===== src/rtl/pe_array_pkg.sv =====
// Shared types and constants for the systolic PE array feeder.
package pe_array_pkg;
    localparam int MAX_PES      = 5;
    localparam int FLUSH_CYCLES = 5;
    localparam logic [15:0] FP16_ZERO = 16'h0000;

    typedef enum logic [2:0] {
        S_IDLE, S_LOAD_W, S_LOAD_A, S_PRIME, S_STREAM, S_FLUSH, S_DONE
    } feeder_state_t;

    function automatic logic cfg_ok(input logic [2:0] v);
        return (v != 3'd0) && (v <= 3'd5);
    endfunction
endpackage


===== src/rtl/pe_array_feeder_row_buffer.sv =====
// Row buffer: synchronous write, registered read. A cycle without a read
// enable loads zero, so the read register doubles as the Current_A output.
module row_buffer #(
    parameter int DATA_WIDTH = 16,
    parameter int DEPTH      = 32,
    parameter int AW         = $clog2(DEPTH)
) (
    input  logic                  clk,
    input  logic                  reset,
    input  logic                  wr_en,
    input  logic [AW-1:0]         wr_addr,
    input  logic [DATA_WIDTH-1:0] wr_data,
    input  logic                  rd_en,
    input  logic [AW-1:0]         rd_addr,
    output logic [DATA_WIDTH-1:0] rd_data
);
    logic [DATA_WIDTH-1:0] mem [DEPTH];
    logic [DATA_WIDTH-1:0] rd_q;

    always_ff @(posedge clk) begin
        if (wr_en) mem[wr_addr] <= wr_data;
    end

    always_ff @(posedge clk or posedge reset) begin
        if (reset)      rd_q <= '0;
        else if (rd_en) rd_q <= mem[rd_addr];
        else            rd_q <= '0;
    end

    assign rd_data = rd_q;
endmodule


===== src/rtl/pe_array_feeder.sv =====
// Feeder for the 1-D FP16 PE array: loads weights and one row, then primes,
// streams and flushes the array.
module pe_array_feeder
    import pe_array_pkg::*;
#(
    parameter int DATA_WIDTH = 16,
    parameter int ROW_DEPTH  = 32
) (
    input  logic                  clk,
    input  logic                  reset,
    input  logic                  start,
    input  logic [2:0]            cfg_filter_size,
    input  logic [2:0]            cfg_stride,
    output logic                  cfg_err,
    input  logic                  w_valid,
    output logic                  w_ready,
    input  logic [DATA_WIDTH-1:0] w_data,
    input  logic                  a_valid,
    output logic                  a_ready,
    input  logic [DATA_WIDTH-1:0] a_data,
    input  logic                  a_last,
    output logic                  busy,
    output logic                  done,
    output logic                  overflow,
    output logic                  array_rst_n,
    output logic [2:0]            filter_size,
    output logic [2:0]            stride,
    output logic [DATA_WIDTH-1:0] Current_A,
    output logic [DATA_WIDTH-1:0] Current_B1,
    output logic [DATA_WIDTH-1:0] Current_B2,
    output logic [DATA_WIDTH-1:0] Current_B3,
    output logic [DATA_WIDTH-1:0] Current_B4,
    output logic [DATA_WIDTH-1:0] Current_B5
);
    localparam int AW = $clog2(ROW_DEPTH);
    localparam logic [AW:0] ROW_LAST   = (AW+1)'(ROW_DEPTH - 1);
    localparam logic [AW:0] FLUSH_LAST = (AW+1)'(FLUSH_CYCLES - 1);

    feeder_state_t         state_q, state_d;
    logic [2:0]            fs_q, st_q, w_cnt_q;
    logic [DATA_WIDTH-1:0] b_q [MAX_PES];
    logic [AW-1:0]         wr_ptr_q, rd_addr;
    logic [AW:0]           row_len_q, cnt_q, cnt_nxt;
    logic                  cfg_err_q, done_q, ovf_q, arst_n_q;
    logic                  start_ok, w_fire, a_fire, a_full, rd_en;

    assign w_ready  = (state_q == S_LOAD_W);
    assign a_ready  = (state_q == S_LOAD_A);
    assign busy     = (state_q != S_IDLE);
    assign start_ok = start && cfg_ok(cfg_filter_size) && cfg_ok(cfg_stride);
    assign w_fire   = w_ready && w_valid;
    assign a_fire   = a_ready && a_valid;
    assign a_full   = (row_len_q == ROW_LAST);
    assign cnt_nxt  = cnt_q + 1'b1;

    always_comb begin
        state_d = state_q;
        rd_en   = 1'b0;
        rd_addr = '0;
        case (state_q)
            S_IDLE:   if (start_ok) state_d = S_LOAD_W;
            S_LOAD_W: if (w_fire && (w_cnt_q == fs_q - 3'd1)) state_d = S_LOAD_A;
            S_LOAD_A: if (a_fire && (a_last || a_full)) state_d = S_PRIME;
            S_PRIME: begin
                // Fetch word 0 now so it appears on the first STREAM cycle.
                rd_en   = 1'b1;
                state_d = S_STREAM;
            end
            S_STREAM: begin
                if (cnt_nxt < row_len_q) begin
                    rd_en   = 1'b1;
                    rd_addr = cnt_nxt[AW-1:0];
                end
                if (cnt_q == row_len_q - 1'b1) state_d = S_FLUSH;
            end
            S_FLUSH:  if (cnt_q == FLUSH_LAST) state_d = S_DONE;
            S_DONE:   state_d = S_IDLE;
            default:  state_d = S_IDLE;
        endcase
    end

    always_ff @(posedge clk or posedge reset) begin
        if (reset) begin
            state_q   <= S_IDLE;
            fs_q      <= '0;
            st_q      <= '0;
            w_cnt_q   <= '0;
            wr_ptr_q  <= '0;
            row_len_q <= '0;
            cnt_q     <= '0;
            cfg_err_q <= 1'b0;
            done_q    <= 1'b0;
            ovf_q     <= 1'b0;
            arst_n_q  <= 1'b0;
            for (int k = 0; k < MAX_PES; k++) b_q[k] <= '0;
        end else begin
            state_q   <= state_d;
            cfg_err_q <= (state_q == S_IDLE) && start && !start_ok;
            done_q    <= (state_d == S_DONE);
            arst_n_q  <= (state_d != S_PRIME);
            if (state_q == S_IDLE && start_ok) begin
                fs_q      <= cfg_filter_size;
                st_q      <= cfg_stride;
                ovf_q     <= 1'b0;
                w_cnt_q   <= '0;
                wr_ptr_q  <= '0;
                row_len_q <= '0;
                for (int k = 0; k < MAX_PES; k++)
                    if (k >= int'(cfg_filter_size)) b_q[k] <= '0;
            end
            if (w_fire) begin
                b_q[w_cnt_q] <= w_data;
                w_cnt_q      <= w_cnt_q + 3'd1;
            end
            if (a_fire) begin
                wr_ptr_q  <= wr_ptr_q + 1'b1;
                row_len_q <= row_len_q + 1'b1;
                if (a_full && !a_last) ovf_q <= 1'b1;
            end
            // cnt_q indexes the stream word, then the flush cycle.
            if (state_q == S_PRIME || (state_q == S_STREAM && state_d == S_FLUSH))
                cnt_q <= '0;
            else if (state_q == S_STREAM || state_q == S_FLUSH)
                cnt_q <= cnt_nxt;
        end
    end

    row_buffer #(.DATA_WIDTH(DATA_WIDTH), .DEPTH(ROW_DEPTH), .AW(AW)) u_buf (
        .clk     (clk),
        .reset   (reset),
        .wr_en   (a_fire),
        .wr_addr (wr_ptr_q),
        .wr_data (a_data),
        .rd_en   (rd_en),
        .rd_addr (rd_addr),
        .rd_data (Current_A)
    );

    assign cfg_err     = cfg_err_q;
    assign done        = done_q;
    assign overflow    = ovf_q;
    assign array_rst_n = arst_n_q;
    assign filter_size = fs_q;
    assign stride      = st_q;
    assign Current_B1  = b_q[0];
    assign Current_B2  = b_q[1];
    assign Current_B3  = b_q[2];
    assign Current_B4  = b_q[3];
    assign Current_B5  = b_q[4];
endmodule


===== config.mk =====
export PLATFORM = sky130hd
export DESIGN_NAME = pe_array_feeder
export DESIGN_NICKNAME = d
export VERILOG_FILES = /design/src/rtl/pe_array_pkg.sv /design/src/rtl/pe_array_feeder_row_buffer.sv /design/src/rtl/pe_array_feeder.sv
export SDC_FILE = /design/constraint.sdc
export NUM_CORES = 1
export LEC_CHECK = 0
export ABC_AREA = 1
export CAP_MARGIN = 20
export CELL_PAD_IN_SITES_DETAIL_PLACEMENT = 1
export CELL_PAD_IN_SITES_GLOBAL_PLACEMENT = 1
export CORE_UTILIZATION = 48
export CTS_CLUSTER_SIZE = 40
export DETAILED_ROUTE_END_ITERATION = 16
export PLACE_DENSITY = 0.76
export SLEW_MARGIN = 0
export SYNTH_ARGS = -nofsm -noshare
export SYNTH_HDL_FRONTEND = slang
export SYNTH_SLANG_ARGS = --single-unit

===== constraint.sdc =====
create_clock -name clk -period 5.95 [get_ports clk]
set_input_delay 1.19 -clock clk [delete_from_list [all_inputs] [get_ports clk]]
set_output_delay 1.19 -clock clk [all_outputs]
set_load 0.05 [all_outputs]

# [Word level (Yosys, flattened, before mapping)]
# Memory sizes are Yosys's and may differ from the RTL's.
# Cells that the tools add are included.
[totals] ff_bits=129 latch_bits=0 ramBits=512 rom_bits=0 in_bits=44 output_inout_bits=109 elab_cells=107 memories=1
[memory_table] name="u_buf.mem" depth=32 word_bits=16 rd=1 rd_ports_with_merged_regs=0 wr=1 line="pe_array_feeder_row_buffer.sv:17" rtl="logic [DATA_WIDTH-1:0] mem [DEPTH];"
[classes] add_sub_neg=6 mul=0 div_mod_pow=0 magnitude_cmp=10 n_eq_ne=12 n_shift=0 n_mux=34 bitwise_logic=1 n_reduce_logical=26
[ops] operator="80-bit 2-to-1 mux" count=2
[ops] operator="16-bit 2-to-1 mux" count=7
[ops] operator="80-bit bitwise mux" count=1
[ops] operator="16-bit demux with 3-bit select" count=1
[ops] operator="6-bit 2-to-1 mux" count=4
[ops] operator="3-bit 2-to-1 mux" count=7
[ops] operator="5-bit 2-to-1 mux" count=4
[ops] operator="3-bit case mux with 6 select lines" count=1
[ops] operator="1-bit logical AND" count=14
[ops] operator="6-bit by 1-bit adder with 6-bit output (second input constant)" count=2
[ops] operator="3-bit equality test (second input constant)" count=4
[ops] operator="3-bit nonzero test" count=3
[ops] operator="3-bit by 2-bit equality test with 1-bit output (second input constant)" count=2
[ops] operator="6-bit by 3-bit equality test with 1-bit output (second input constant)" count=1
[ops] operator="6-bit by 5-bit equality test with 1-bit output (second input constant)" count=1
[ops] operator="6-bit equality test" count=1
[ops] operator="1-bit by 3-bit >= comparator with 1-bit output (first input constant)" count=2
[ops] operator="2-bit by 3-bit >= comparator with 1-bit output (first input constant)" count=2
[ops] operator="3-bit less-or-equal comparator (second input constant)" count=2
[ops] operator="6-bit < comparator" count=1
[ops] operator="1-bit 2-to-1 mux" count=6
[ops] operator="2-bit nonzero test" count=3
[ops] operator="6-bit by 1-bit subtractor with 6-bit output (second input constant)" count=1
[ops] operator="5-bit by 1-bit adder with 5-bit output (second input constant)" count=1
[ops] operator="other kinds (13)" count=16

# [Depth between registers and ports, before layout]
# Gate-level depths: netlist (run 1).
[depth] word_depth=10 mapped_depth=21 mapped_depth_nobuf=19

# [By module]
# Synthesis (run 1) repeated with hierarchy kept, for this count alone.
[hier_totals] hier_cells=2440 hier_area_um2=26558.0
[by_module_without_submodules] mod="row_buffer" instances=1 cells_each=1813 area_each_um2=21271.7 seq_area_each_um2=15775.1
[by_module_without_submodules] mod="pe_array_feeder" instances=1 cells_each=627 area_each_um2=5286.3 seq_area_each_um2=2827.7

# [Worst setup path after synthesis (run 1)]
# Ideal clock, no wire load.
[synth_path] path_type="reg-to-reg" start="register cnt_q[0]" end="register u_buf.rd_q[10] (netlist: u_buf.rd_data[10])" setup_time_ns=0.119 t_arrival_ns=3.054 required_ns=5.831 setup_slack_ns=2.777 path_stages_with_launch=20 path_buffers=6 period_less_slack_ns=3.173 cell_sequence="dfrtp_1 buf_2 clkinv_1 clkbuf_1 clkbuf_1 ha_1 ha_1 nand2_1 nand2_1 nand2_2 nand4_1 buf_2 buf_4 buf_2 nand2_1 nand3_1 nand3_1 nand3_1 a21oi_1 nor2_1"
[synth_between] elab_chain_cells=6 elab_cells_between_ends=8 classes_between="add/sub (1); order compare (1); mux (5); memory (1)"
[synth_lines] element="start: declaration" line="pe_array_feeder.sv:43" rtl="logic [AW:0] row_len_q, cnt_q, cnt_nxt;"
[synth_lines] element="start signal: assignment" line="pe_array_feeder.sv:124" rtl="cnt_q <= cnt_nxt;"
[synth_lines] element="6-bit by 1-bit adder with 6-bit output (*)" line="pe_array_feeder.sv:54" rtl="assign cnt_nxt = cnt_q + 1'b1;"
[synth_lines] element="6-bit < comparator" line="pe_array_feeder.sv:70" rtl="if (cnt_nxt < row_len_q) begin"
[synth_lines] element="5-bit 2-to-1 mux" line="pe_array_feeder.sv:70"
[synth_lines] element="5-bit 2-to-1 mux" line="pe_array_feeder.sv:60" rtl="case (state_q)"
[synth_lines] element="memory 32 x 16 bit"
[synth_lines] element="16-bit 2-to-1 mux (*)" line="pe_array_feeder_row_buffer.sv:26" rtl="else if (rd_en) rd_q <= mem[rd_addr];"
[synth_lines] element="end signal: assignment" line="pe_array_feeder_row_buffer.sv:26"
[synth_lines] element="end: declaration" line="pe_array_feeder_row_buffer.sv:18" rtl="logic [DATA_WIDTH-1:0] rd_q;"
# Every way passes the cells marked *; elsewhere a longest branch is shown, timed or not.
# A chain may end at the register's enable or synchronous reset.

# [Worst setup path after layout (run 1)]
[layout_path] start="register cnt_q[0]" end="register u_buf.rd_q[8] (netlist: u_buf.rd_data[8])"
# The elaborated chain is that of the path after synthesis.

==> results of run 1 <==
-- metal layers --
metal,routed length (µm),GRT usage [%],vias to the layer above
met4,2760,11.1,0
li1,-,-,8385
met1,32900,38.8,9706
met5,0,0,-
met3,5470,4.81,172
met2,39500,48.9,825
-- logic make-up after synthesis --
kind of cell | after synthesis | share of synthesized area, %
AO/OA/AOI/OAI | 135 | 2.65
adder cells (fa/ha/maj) | 16 | 0.764
AND/OR/NAND/NOR | 1280 | 21.3
flip-flops | 641 | 71.0
XOR/XNOR | 17 | 0.568
buffers and inverters | 228 | 3.73
-- power by group --
part	switching, mW	internal, mW
clock	1.81	2.46
combinational	0.105	0.0322
sequential	0	4.84
total	1.91	7.34
-- registers in the layout, indices dropped and copies added (netlist names), 6 cells and up --
| register | cells |
|---|---|
| Current_B1 | 16 |
| Current_B2 | 16 |
| Current_B3 | 16 |
| Current_B4 | 16 |
| Current_B5 | 16 |
| cnt_q | 6 |
| row_len_q | 6 |
| u_buf.mem | 512 |
| u_buf.rd_data | 16 |
-- through the flow --
stage	cell area [µm²]	setup slack (ns)
after CTS	30900	1.06
after global routing	30900	0.752
after detailed placement	28600	1.09
final	30900	1.05
after global placement	28600	1.18
after floorplan	26200	1.32
-- final cells by class --
type | instances | area, µm² | area share [%]
Inverter | 97 | 373 | 1.21
Timing Repair Buffer | 227 | 2220 | 7.17
Sequential cell | 641 | 18600 | 60.2
Clock inverter | 32 | 325 | 1.05
Multi-Input combinational cell | 1448 | 6630 | 21.5
Tap cell | 696 | 871 | 2.82
Clock buffer | 93 | 1890 | 6.11
-- Yosys cell counts (3+ instances only) --
master and instances:
dfrtp_1 129, o22ai_1 4, nor2_2 3, ha_1 16, edfxtp_1 512, nor3_1 6, buf_4 14, nor2_1 119
clkbuf_1 51, o21ai_1 5, nand4_1 19, nand2_1 609, buf_2 50, inv_1 90, nand3_2 3, xor2_1 12
buf_1 15, nand3_1 514, xnor2_1 5, inv_2 5, a21oi_1 18, o21ai_0 103
-- worst max-delay path: cells and delay by family (launching register included) --
kind	cells	cell delay (ns)
adders and majority gates	2	0.59
buffers and inverters	2	0.46
and+or+nand+nor	13	2.59
DFF	1	0.87
xor gates and xnor gates	1	0.25
-- path summary, 6_finish.rpt --
| check | start | end | slack (ns) | depth (start not counted) |
|---|---|---|---|---|
| min in group asynchronous | reset | Current_B1[0] | 1.20 | 2 |
| setup reg to reg | cnt_q[0] | u_buf.rd_data[8] | 1.05 | 18 |
| max in group asynchronous | reset | Current_B3[4] | 3.68 | 3 |
| hold / removal | stride[0] | stride[0] | 0.48 | 2 |
| setup / recovery | cnt_q[0] | u_buf.rd_data[8] | 1.05 | 18 |
| hold reg to reg | stride[0] | stride[0] | 0.48 | 2 |
==> impl_metrics.toml, run 1 <==
[outcome]
status = "finished, final reports clean"

[worst_setup_path]
critPathKind = "flop to flop"
worstPathRequired_ns = 6.44
worstPathCellList = "ha_1 -> nand3_1 -> xor2_1 -> inv_1 -> ha_1 -> nand2_1 -> nor2_1 -> nand2_2 -> nand3_2 -> nor2_4 -> buf_4 -> nand3_1 -> nand3_1 -> nand3_1 -> nand2_1 -> nand2_1 -> nand2_1 -> nor2_1"
cpPeakStageDelay_ns = 0.87
cp_data_arrival_time_ns = 5.39
endpoint_kind = "flop"
crit_fanout = 27
crit_path_top_delay_cell = "dfrtp_1"
worstSetupStartpointType = "flop"

[floorplanning]
die_y_um = 236
coreArea_um2 = 53900
dieArea_um2 = 55500
initial_core_util_pct = 48.6
die_w_um = 236
num_io_pins = 153
rows = 85

[yosys]
yosysTopAreaCellShare_pct = 58.7
ys_seq_elements = 641
syn_area_per_cell_um2 = 11.3
synth_edf_count = 512
synth_ff_type = "edfxtp_1"
netlist-cell-type-count = 34
async_flop_share_pct = 20.1
yosys.area.top_type = "edfxtp_1"
syn_nets = 2377
synth.area.top_cells = "edfxtp_1, dfrtp_1, nand3_1"
postSynthCellCount = 2317
seq_area_frac_synth_pct = 71.0
yosys_warnings = 0
syn_area_um2 = 26200

[timing]
max_freq_mhz = 204
slew_headroom_pct = 35.5
fin_worst_skew_ns = 0.0306
hold_ws_ns = 0.477
grt_setup_unrepaired = "false"
fin_tns_setup_ns = 0
fin_crit_sh_pct = 82.3
worst_slew_pin_slew_ns = 0.967
setup_viol = 0
hold_viol_final = 0
finalCriticalPeriod_ns = 4.90
drv_slew = 0

[power]
pwr_density_cell_nw_per_um2 = 299
fin_total_pwr_mw = 9.25
ir_drop_uv = 265
p_leak_nw = 11.7

[clock_tree]
ctsLongestPathBuffers = 3
clkSlewWorstSetupHoldPaths_ns = 0.06
cts-root-buf = "clkbuf_16"
cts_tree = "done"
clkLatencyLatePin_ns = 0.62
clock_sinks = 641
cts.repair.resized = 0
cts_setup_buffers = 0
cts_made_buffers = 68
cts_hold_buffers = 0
htree_levels = 3

[place]
gp_congestion = 0.825
port_buffers = 152
dp_cells = 3106
hpwl_um = 47100

[route]
detail-route-antenna-nets = 0
firstDrtPassIters = 5
via_count = 19100
wl_per_cell_um = 24.9
totalWireLength_um = 80700
drt-initial-drc-count = 2010
via_per_inst = 5.90
drc = 0

[final_layout]
layout_commonest_cell = "nand2_1"
fin_nets = 2543
fillCellCount = 5564
final_cell_mix = "nand2_1, nand3_1, edfxtp_1, clkdlybuf4s50_1, dfrtp_1"
final_core_util_pct = 57.3
num_antenna_cells = 0
syn2layout_area_growth_pct = 18.0
stdcell_count = 3234
layout-drive-gt1-share_pct = 7.68

[run]
cap_violations = 0

[global_routing]
globalRouteTotalUtil_pct = 29.3
grt_pass1_wl_um = 123000
grt_max_degree = 104
antenna_found_initial = 0
grt_pass1_vias = 20200
grt_remaining_overflow = 0

[hold_path]
worstHoldPathType = "flop to flop"
No activity file was read; power rests on OpenSTA's default activity.
==> inputs of run 2 (changes only) <==
==> constraint.sdc (replaced) <==
create_clock -name clk -period 4.8 [get_ports clk]
set_input_delay 0.96 -clock clk [delete_from_list [all_inputs] [get_ports clk]]
set_output_delay 0.96 -clock clk [all_outputs]
set_load 0.05 [all_outputs]
==> run 2 against run 1 <==
  * Clock-buffer cell count is 21 higher
  * Setup slack worse by 0.36 ns
  * Flip-flop and latch count stayed put
  * Fmax is 19% higher
  * Critical path depth is 1 higher
  * Sequential share of layout area is 0.11 points lower
  * Clock power is 22% higher
  * Register-to-register slack worse by 0.36 ns
  * Combinational power is 28% higher
  * Critical endpoint is now u_buf.rd_data[12]
  * Largest cell class unchanged
==> impl_metrics.toml, run 2 (synthesized netlist as in run 1, its figures left out) <==
[timing]
grt_setup_unrepaired = "false"
max_freq_mhz = 244
hold_viol_final = 0
finalCriticalPeriod_ns = 4.10
setup_viol = 0
fin_crit_sh_pct = 85.5
hold_ws_ns = 0.489
slew_headroom_pct = 37.5
worst_slew_pin_slew_ns = 0.935
fin_tns_setup_ns = 0
setup_ws_ns = 0.697
fin_worst_skew_ns = 0.0207
drv_slew = 0

[final_layout]
fin_nets = 2547
largest_register_ffs = 512
num_antenna_cells = 0
syn2layout_area_growth_pct = 18.2
regMostFlops = "u_buf.mem"
fillCellCount = 5497
layout_commonest_cell = "nand2_1"
final_cell_mix = "nand2_1, nand3_1, edfxtp_1, clkdlybuf4s50_1, dfrtp_1"
layout-drive-gt1-share_pct = 7.44
stdcell_count = 3238

[route]
totalWireLength_um = 80600
drt-initial-drc-count = 1678
via_count = 19000
detail-route-antenna-nets = 0
drc = 0
via_per_inst = 5.87
wl_per_cell_um = 24.9
firstDrtPassIters = 5

[worst_setup_path]
cpPeakStageDelay_ns = 0.62
setup.worst_path.start = "cnt_q[2]"
reg2reg_to = "u_buf.rd_data[12]"
critPathMostFrequentCell = "nand2_1"
worstSetupStartpointType = "flop"
critical_path_buf_inv_count = 4
worstPathRequired_ns = 5.33
cp_top_family = "simple AND/OR/NAND/NOR gates"
worstPathCellList = "nand3_1 -> nor3_1 -> xor2_1 -> inv_1 -> ha_1 -> nand2_1 -> inv_2 -> nand2_1 -> inv_2 -> nor2_8 -> nand3_4 -> buf_12 -> nand3_1 -> nand3_1 -> nand3_1 -> nand2_1 -> nand2_1 -> nand2_1 -> nor2_1"
crit_fanout = 45
worstRegToRegCells = 19
cp.depth = 19
reg2reg_from = "cnt_q[2]"
endpoint_kind = "flop"
critPathKind = "flop to flop"
crit_path_top_delay_cell = "nand3_4"
cp_data_arrival_time_ns = 4.63
r2r_setup_slack_ns = 0.70
crit_path_end = "u_buf.rd_data[12]"

[run]
cap_violations = 0

[outcome]
status = "finished, final reports clean"

[global_routing]
grt_pass1_vias = 20000
grt_remaining_overflow = 0
grt_pass1_wl_um = 122000
antenna_found_initial = 0
globalRouteTotalUtil_pct = 29.3
grt_max_degree = 162

[power]
fin_total_pwr_mw = 11.4
pwr_density_cell_nw_per_um2 = 367
power_frac_clock_pct = 45.6
ir_drop_uv = 382
internal-power_mw = 9.08
combPwrFrac_pct = 1.5
pwr-share-seq_pct = 52.8
sw_frac_of_total_pct = 20.1
p_leak_nw = 11.8
p_sw_mw = 2.29

[clock_tree]
clkLatencyLatePin_ns = 0.61
cts_setup_buffers = 0
ctsLongestPathBuffers = 3
cts_tree = "done"
cts.repair.resized = 0
cts_hold_buffers = 0
cts_made_buffers = 70
cts-root-buf = "clkbuf_16"
clock_sinks = 641
clkSlewWorstSetupHoldPaths_ns = 0.06
htree_levels = 3

[floorplanning]
num_io_pins = 153
die_w_um = 236
initial_core_util_pct = 48.6
dieArea_um2 = 55500
coreArea_um2 = 53900
die_y_um = 236
rows = 85

[place]
dp_cells = 3106
pre_cts_ws_ns = 0.806
gp_congestion = 0.839
port_buffers = 152
hpwl_um = 47400

[hold_path]
worstHoldPathType = "flop to flop"
-- run 2: cell count changes in the layout (fill, tap and decap cells not counted), moves of 2 or more --
cell        previous run  this run
clkbuf_1              18        31
clkinv_2              10         4
clkinvlp_4             5         0
bufinv_16              5         1
clkbuf_16             70        74
clkbuf_8               5         9
buf_4                 63        60
buf_16                 1         3
buf_2                  1         3
buf_8                  3         5
clkinv_1               9         7
-- run 2: per-layer routing --
metal / GRT usage [%] / vias to the layer above / part of all wire [%]
li1: - / 8397 / -
met1: 39.3 / 9636 / 41
met2: 49.1 / 857 / 49
met3: 4.17 / 128 / 7.3
met4: 10.3 / 0 / 2.7
met5: 0 / - / 0
-- run 2: area by class of cell --
class	instances	area, µm²	share of cell area, %
tap	696	871	2.81
timing repair buffer	229	2290	7.41
multi-input combinational	1448	6630	21.4
sequential	641	18600	60.1
clock buffer	114	2090	6.76
inverter	97	373	1.20
clock inverter	13	101	0.327
-- run 2: how the worst min path moves through the flow --
| stage | startpoint | slack, ns | cells after the start | endpoint |
|---|---|---|---|---|
| after CTS | stride[2] | 0.49 | 2 | stride[2] |
| after floorplan | row_len_q[5] | 0.52 | 1 | overflow |
| final | Current_B1[3] | 0.49 | 2 | Current_B1[3] |
| after detailed placement | stride[2] | 0.48 | 2 | stride[2] |
| after global routing | stride[2] | 0.51 | 2 | stride[2] |
| after global placement | stride[2] | 0.47 | 2 | stride[2] |
-- run 2: worst reg2reg max path, stage by stage, from the launching register on --
cell and delay, ns:
dfrtp_1 0.43, nand3_1 0.13, nor3_1 0.24, xor2_1 0.17, inv_1 0.09, ha_1 0.30
nand2_1 0.12, inv_2 0.03, nand2_1 0.14, inv_2 0.09, nor2_8 0.28, nand3_4 0.63
buf_12 0.46, nand3_1 0.12, nand3_1 0.08, nand3_1 0.20, nand2_1 0.09, nand2_1 0.13
nand2_1 0.12, nor2_1 0.17
-- run 2: power by group through the flow --
stage / registers [mW] / logic, mW / clock network (mW)
2_1_floorplan: 6.12 / 0.0243 / 0
3_3_place_gp: 6.12 / 0.161 / 0
3_5_place_dp: 6.12 / 0.170 / 0
4_1_cts: 6.01 / 0.172 / 5.26
5_1_grt: 6.00 / 0.187 / 5.44
6_report: 6.01 / 0.176 / 5.19
-- run 2: stage by stage --
| step | utilization (%) | area, µm² |
|---|---|---|
| floorplan | - | 26200 |
| global placement | 53.1 | 28600 |
| detailed placement | 53.2 | 28700 |
| CTS | 57.2 | 30900 |
| global route | 57.4 | 31000 |
| finish | 57.4 | 31000 |
